[config.mk]
export PLATFORM = sky130hd
export DESIGN_NAME = fetch_sequencer
export DESIGN_NICKNAME = d
export VERILOG_FILES = /design/src/rtl/cpu8_pkg.sv /design/src/rtl/fetch_sequencer_edge_rise.sv /design/src/rtl/fetch_sequencer.sv
export SDC_FILE = /design/constraint.sdc
export NUM_CORES = 1
export LEC_CHECK = 0
export BUFFER_PORTS_ARGS = -buffer_cell sky130_fd_sc_hd__buf_2
export CAP_MARGIN = 10
export CORE_ASPECT_RATIO = 0.5
export CORE_MARGIN = 4
export CORE_UTILIZATION = 50
export DETAILED_ROUTE_END_ITERATION = 8
export GPL_TIMING_DRIVEN = 0
export PLACE_DENSITY = 0.88
export SYNTH_ARGS = -nofsm -noshare
export SYNTH_HDL_FRONTEND = slang
export SYNTH_HIERARCHICAL = 1
export SYNTH_SLANG_ARGS = --single-unit
export TNS_END_PERCENT = 50
[constraint.sdc]
create_clock -name clk -period 4.8 [get_ports clk]
set_input_delay 0.48 -clock clk [delete_from_list [all_inputs] [get_ports clk]]
set_output_delay 0.48 -clock clk [all_outputs]
set_load 0.01 [all_outputs]
[src/rtl/cpu8_pkg.sv]
// Shared 8-bit CPU definitions: bus widths, fetch FSM state encoding and the HALT opcode.
// Latency: n/a (types and constants only).
// Backpressure: n/a.
package cpu8_pkg;

    localparam int ADDR_W = 8;
    localparam int DATA_W = 8;

    typedef logic [ADDR_W-1:0] addr_t;
    typedef logic [DATA_W-1:0] data_t;

    // Also the fill value of unprogrammed ROM, so running off the end of a program halts.
    localparam data_t HALT_OPCODE = 8'hFF;

    typedef enum logic [1:0] {
        ST_FETCH     = 2'd0,
        ST_VALID     = 2'd1,
        ST_STEP_WAIT = 2'd2,
        ST_HALTED    = 2'd3
    } fetch_state_t;

endpackage

[src/rtl/fetch_sequencer_edge_rise.sv]
// Rising-edge detector for a synchronous, already-debounced level (board buttons).
// Latency: rise is combinational from lvl, against the level registered on the previous edge.
// Backpressure: none; an edge not consumed in its cycle is lost.
module edge_rise (
    input  logic clk,
    input  logic rst,
    input  logic lvl,
    output logic rise
);

    logic lvl_q;

    always_ff @(posedge clk or posedge rst) begin
        if (rst) begin
            lvl_q <= 1'b0;
        end else begin
            lvl_q <= lvl;
        end
    end

    assign rise = lvl & ~lvl_q;

endmodule

[src/rtl/fetch_sequencer.sv]
// Instruction fetch: owns the PC, registers ROM bytes and presents them to the decoder.
// Latency: one instruction per 2 cycles with instr_ready held high; jump target valid 2 cycles after handshake.
// Backpressure: instr/instr_pc hold in VALID until instr_ready; the PC does not advance meanwhile.
module fetch_sequencer #(
    parameter cpu8_pkg::addr_t RESET_PC    = 8'h00,
    parameter cpu8_pkg::data_t HALT_OPCODE = cpu8_pkg::HALT_OPCODE
) (
    input  logic                  clk,
    input  logic                  rst,
    output cpu8_pkg::addr_t       rom_addr,
    input  cpu8_pkg::data_t       rom_data,
    output cpu8_pkg::data_t       instr,
    output cpu8_pkg::addr_t       instr_pc,
    output logic                  instr_valid,
    input  logic                  instr_ready,
    input  logic                  jump_en,
    input  cpu8_pkg::addr_t       jump_addr,
    input  logic                  step_mode,
    input  logic                  step,
    input  logic                  resume,
    output logic                  halted
);

    import cpu8_pkg::*;

    fetch_state_t state;
    addr_t        pc;
    logic         step_rise;

    edge_rise u_step_edge (
        .clk  (clk),
        .rst  (rst),
        .lvl  (step),
        .rise (step_rise)
    );

    always_ff @(posedge clk or posedge rst) begin
        if (rst) begin
            state       <= ST_FETCH;
            pc          <= RESET_PC;
            instr       <= '0;
            instr_pc    <= '0;
            instr_valid <= 1'b0;
            halted      <= 1'b0;
        end else begin
            case (state)
                ST_FETCH: begin
                    // A halt leaves pc on the HALT byte so resume can step past it.
                    if (rom_data == HALT_OPCODE) begin
                        halted <= 1'b1;
                        state  <= ST_HALTED;
                    end else begin
                        instr       <= rom_data;
                        instr_pc    <= pc;
                        pc          <= pc + 8'd1;
                        instr_valid <= 1'b1;
                        state       <= ST_VALID;
                    end
                end
                ST_VALID: begin
                    if (instr_ready) begin
                        if (jump_en) begin
                            pc <= jump_addr;
                        end
                        instr_valid <= 1'b0;
                        state       <= step_mode ? ST_STEP_WAIT : ST_FETCH;
                    end
                end
                ST_STEP_WAIT: begin
                    if (!step_mode || step_rise) begin
                        state <= ST_FETCH;
                    end
                end
                ST_HALTED: begin
                    if (jump_en) begin
                        pc     <= jump_addr;
                        halted <= 1'b0;
                        state  <= ST_FETCH;
                    end else if (resume) begin
                        pc     <= pc + 8'd1;
                        halted <= 1'b0;
                        state  <= ST_FETCH;
                    end
                end
                default: begin
                    state <= ST_FETCH;
                end
            endcase
        end
    end

    assign rom_addr = pc;

endmodule

* Word-level counts from Yosys, hierarchy flattened
Cells that the tools add are included.
Storage, ports and cells: register bits after elaboration 29, input port bits 23, output and inout port bits 26, logic and storage cells 52
Cells by class: $add $sub $neg 1, eq/ne operators 10, mux-type cells 20, bitwise logic cells 3, reduce and logical (&&, ||, !) cells 11
Operators by type and width (count):
- $mux W8 | 5
- $pmux W8 S3 | 1
- $mux W2 | 6
- $ne A2 B2 Y1 const B | 5
- $reduce_and A3 Y1 | 3
- $add A8 B1 Y8 const B | 1
- $eq A8 B8 Y1 const B | 1
- $pmux W2 S4 | 1
- $mux W1 | 5
- $reduce_and A5 Y1 | 1
- $eq A2 B2 Y1 const B | 2
- $pmux W1 S2 | 2
- $reduce_bool A2 Y1 | 2
- $ne A3 B3 Y1 const B | 1
- $reduce_bool A3 Y1 | 1
- $eq A2 B1 Y1 const B | 1
- $logic_not A2 Y1 | 1
- $not A1 Y1 | 2
- $reduce_and A2 Y1 | 1
- $and A1 B1 Y1 | 1
- $logic_not A1 Y1 | 1
- $logic_or A1 B1 Y1 | 1

* Depth between registers and ports, before layout
depth in word-level cells 5, depth in mapped cells 8, depth with buffers taken out 6

* Cells and area by module
Netlist, hierarchy kept.
By module, submodules not included:
- fetch_sequencer | instances 1, cells an instance 130, area an instance 1432.6 sq um, seq. area each 700.7 sq um
- edge_rise | instances 1, cells an instance 3, area an instance 42.5 sq um, seq. area each 25.0 sq um

* Worst setup path after synthesis
Ideal clock, no wire load.
path kind register -> register, start point register state[0], end point register pc[3] (netlist: rom_addr[3]), setup time 0.080 ns, data arrival time 1.651 ns, setup slack 3.069 ns, cell stages (with the launch flop) 8, buffers on the path 2, path through dfrtp_1 -> ha_1 -> nor3b_1 -> o31a_1 -> buf_6 -> or2_1 -> buf_6 -> o22ai_2
On the way: longest elaborated chain between the ends 3, elaborated cells on any way between the ends 10, those cells by class 6 x eq/ne; 1 x mux; 3 x reduce/logical
Ends and longest elaborated chain:
- from (decl) | RTL line fetch_sequencer.sv:26 | fetch_state_t state;
- from (signal assigned) | RTL line fetch_sequencer.sv:66 | state <= step_mode ? ST_STEP_WAIT : ST_FETCH;
- $eq A2 B2 Y1 (tied with other cells) | RTL line fetch_sequencer.sv:46 | case (state)
- $ne A3 B3 Y1 (no source line) (tied with other cells)
- $reduce_and A5 Y1 (no source line)
- to (signal assigned) | RTL line fetch_sequencer.sv:55 | pc <= pc + 8'd1;
- to (signal assigned) | RTL line fetch_sequencer.sv:63 | pc <= jump_addr;
- to (signal assigned) | RTL line fetch_sequencer.sv:76 | pc <= jump_addr;
- to (decl) | RTL line fetch_sequencer.sv:27 | addr_t pc;
Several ways; a longest one is shown, not always the timed one. A chain may end at the register's enable or synchronous reset.

* Worst setup path after layout
start point register state[1], end point register pc[7] (netlist: rom_addr[7])
The elaborated chain is that of the path after synthesis.

==> metrics.md <==
| Metric | Value |
|---|---|
| Status | `finished clean` |
| Final Hold Viols | `0` |
| Final Max Tran Viols | `0` |
| Area used by multi-input combinational logic | `679 um2` |
| Deepest clock path buffer count | `2` |
| Routed Wire Length | `3.52 mm` |
| Share of layout cells above drive strength 1 | `41.3%` |
| Top Ports | `49` |
| Tmin final | `1950 ps` |
| Area Growth Syn to Fin | `27.3%` |
| Grt total ovfl | `0` |
| Worst vdd ir | `360 uV` |
| Die W | `84.8 um` |
| Reg2Reg Setup Slack | `2850 ps` |
| Critical path buffers and inverters | `3` |
| Max_slew headroom | `30.1%` |
| Setup total negative slack | `0 ps` |
| Initial antenna violation count | `0` |
| Via count | `1257` |
| Crit Path Class | `register to register` |
| Drt wl/cell | `15.6 um` |
| RR Endpoint | `rom_addr[7]` |
| Post-synthesis cell area | `0.00148 mm2` |
| Die Ht | `46.4 um` |
| Synth area leader | `dfrtp_1` |
| Post-CTS Resized | `0` |
| Hold Crit Class | `primary input to async pin` |
| Least-Margin Pin Slew | `1050 ps` |
| Power Total | `1.45 mW` |
| Fmax | `0.512 GHz` |
| First-pass GRT wire length | `5.97 mm` |
| Hold-fix buffers, CTS | `0` |
| Final WS setup | `2850 ps` |
| Worst r2r path cells | `7` |
| Reg2Reg Launch Point | `state[1]` |
| Worst-path cell chain | `inv_1 -> ha_1 -> inv_1 -> nor3_1 -> clkbuf_1 -> nor2_1 -> a22o_1` |
| Peak per-stage delay on the critical path | `430 ps` |
| N_diodes | `0` |
| P_leak | `0.908 nW` |
| Post-synth EDFFs | `0` |
| Dpl ws | `2880 ps` |
| Clk_skew | `7.81 ps` |
| Crit end category | `register` |
| CTS tree | `done` |
| CP delay by family, top | `buffers and inverters` |
| Mean post-synth cell area | `11.1 um2` |
| Post-DP HPWL | `2.51 mm` |
| Register area share after synthesis | `49.2%` |
| Clk Latency, worst-skew pair | `280 ps` |
| Seq cells post-synth | `29` |
| H-tree depth | `2` |
| Seq. cell area | `726 um2` |
| Commonest cells post-synth | `dfrtp_1, mux2_2, inv_1, o21ai_0` |
| PD cells | `770 mW/mm2` |
| Slowest CP cell | `dfrtp_1` |
| GRT Overall Usage | `19.8%` |
| Unrepaired setup endpoints after global routing | `false` |
| Mapped Cells | `133` |
| Crit path launch type | `register` |
| Core Region | `0.00270 mm2` |
| Vias/cell | `5.56` |
| Final setup fails | `0` |
| Clk root buf | `clkbuf_8` |
| Most frequent cell after synthesis | `dfrtp_1` |
| Starting Density | `54.6%` |
| Synth warnings | `6` |
| DRC | `0` |
| Most frequent CP cell | `inv_1` |
| Routability cong. | `0.788` |
| Nets | `217` |
| Placed Area | `0.00176 mm2` |
| DR iter-0 viols | `74` |
| Syn Nets | `162` |
| CTS clock-pin slew for the worst setup and hold paths | `70 ps` |
| Worst Path Arrival | `2120 ps` |
| Pre-antenna DRT Iters | `4` |
| Total CTS buffers | `5` |
| Post-Layout Inst Area | `0.00188 mm2` |
| Cell variety after synth | `38` |
| Crit share post-route | `40.7%` |
| Share of flip-flops with an asynchronous set or reset | `100%` |
| Largest net degree at the start of global routing | `29` |
| Die Footprint | `0.00394 mm2` |
| Area share of the largest cell type after synthesis | `49.2%` |
| Final ANT Viol Nets | `0` |
| FP Rows | `13` |
| Required time worst endpoint | `4970 ps` |
| CP max FO | `10` |
| Sink Count | `29` |
| Fillers | `205` |
| Primary FF master, synth | `dfrtp_1` |
| Number of global-route vias before repair | `1310` |
| Max Cap Viol | `0` |
| Port-buffer cells | `48` |
| Buffer count from post-CTS setup fixing | `0` |
| Top post-synthesis cells by area | `dfrtp_1, mux2_2, ha_1, o21ai_0, inv_1` |
==> how the worst max path moves through the flow <==
stage / end / cells past startpoint / from
floorplan: rom_addr[3] / 7 / state[0]
global placement: rom_addr[7] / 6 / rom_data[6]
detailed placement: rom_addr[7] / 6 / rom_data[6]
CTS: rom_addr[7] / 7 / state[0]
global route: rom_addr[7] / 7 / state[1]
finish: rom_addr[7] / 7 / state[1]
==> layout make-up <==
type	count	area share, %
repair buffers	48	12.8
clock buffers	7	4.60
well taps	37	2.47
inverters	9	1.80
clock inverters	1	1.60
multi-input cells	90	36.2
plain buffers	5	1.93
flip-flops and latches	29	38.6
==> sequential cells by signal, indices dropped and copies added, names as in the netlist <==
| register | count |
|---|---|
| state | 2 |
| halted | 1 |
| instr_valid | 1 |
| instr | 8 |
| rom_addr | 8 |
| u_step_edge/lvl_q | 1 |
| instr_pc | 8 |
==> stage by stage <==
| stage | instances | hold slack, ps | utilization, % |
|---|---|---|---|
| detailed placement | 218 | 324 | 65.2 |
| finish | 226 | 22.4 | 69.6 |
| floorplan | 133 | 209 | - |
| global route | 226 | 30.7 | 69.6 |
| global placement | 218 | 322 | 65.2 |
| CTS | 226 | 23.1 | 69.6 |
==> cells in the final DEF (no fill, tap or decap), drive strengths merged, types with 3 or more instances in the layout <==
master / n
o31ai: 4
o21ai: 13
mux2: 16
nor2: 5
ha: 6
nor3: 5
clkbuf: 8
nor2b: 3
inv: 9
dfrtp: 29
nand2: 6
buf: 52
nand3: 4
a21oi: 3
==> power by group <==
group / total [mW] / switching (mW) / internal (mW) / leakage (nW)
clock: 0.261 / 0.0924 / 0.169 / 0.0585
sequential: 0.458 / 0.0926 / 0.366 / 0.348
combinational: 0.726 / 0.388 / 0.338 / 0.501
==> cells by family (layout without fill, tap and decap cells) <==
group / count (synthesis) / count (layout) / share of synthesized area [%]
simple gates: 32 / 32 / 11.5
buf+inv: 14 / 70 / 4.75
compound gates: 35 / 35 / 16.5
fa+ha+maj: 6 / 6 / 5.09
mux: 17 / 17 / 12.9
flops: 29 / 29 / 49.2
==> layer usage <==
layer  up-vias  wire, um  part of all wire [%]  GRT usage [%]
li1        590         -                     -              -
met4         0        53                   1.5           7.89
met1       609      1440                    41           22.2
met5         -         0                     0              0
met2        50      1790                    51           37.0
met3         8       230                   6.5           5.89
No activity file was read; power rests on OpenSTA's default activity.
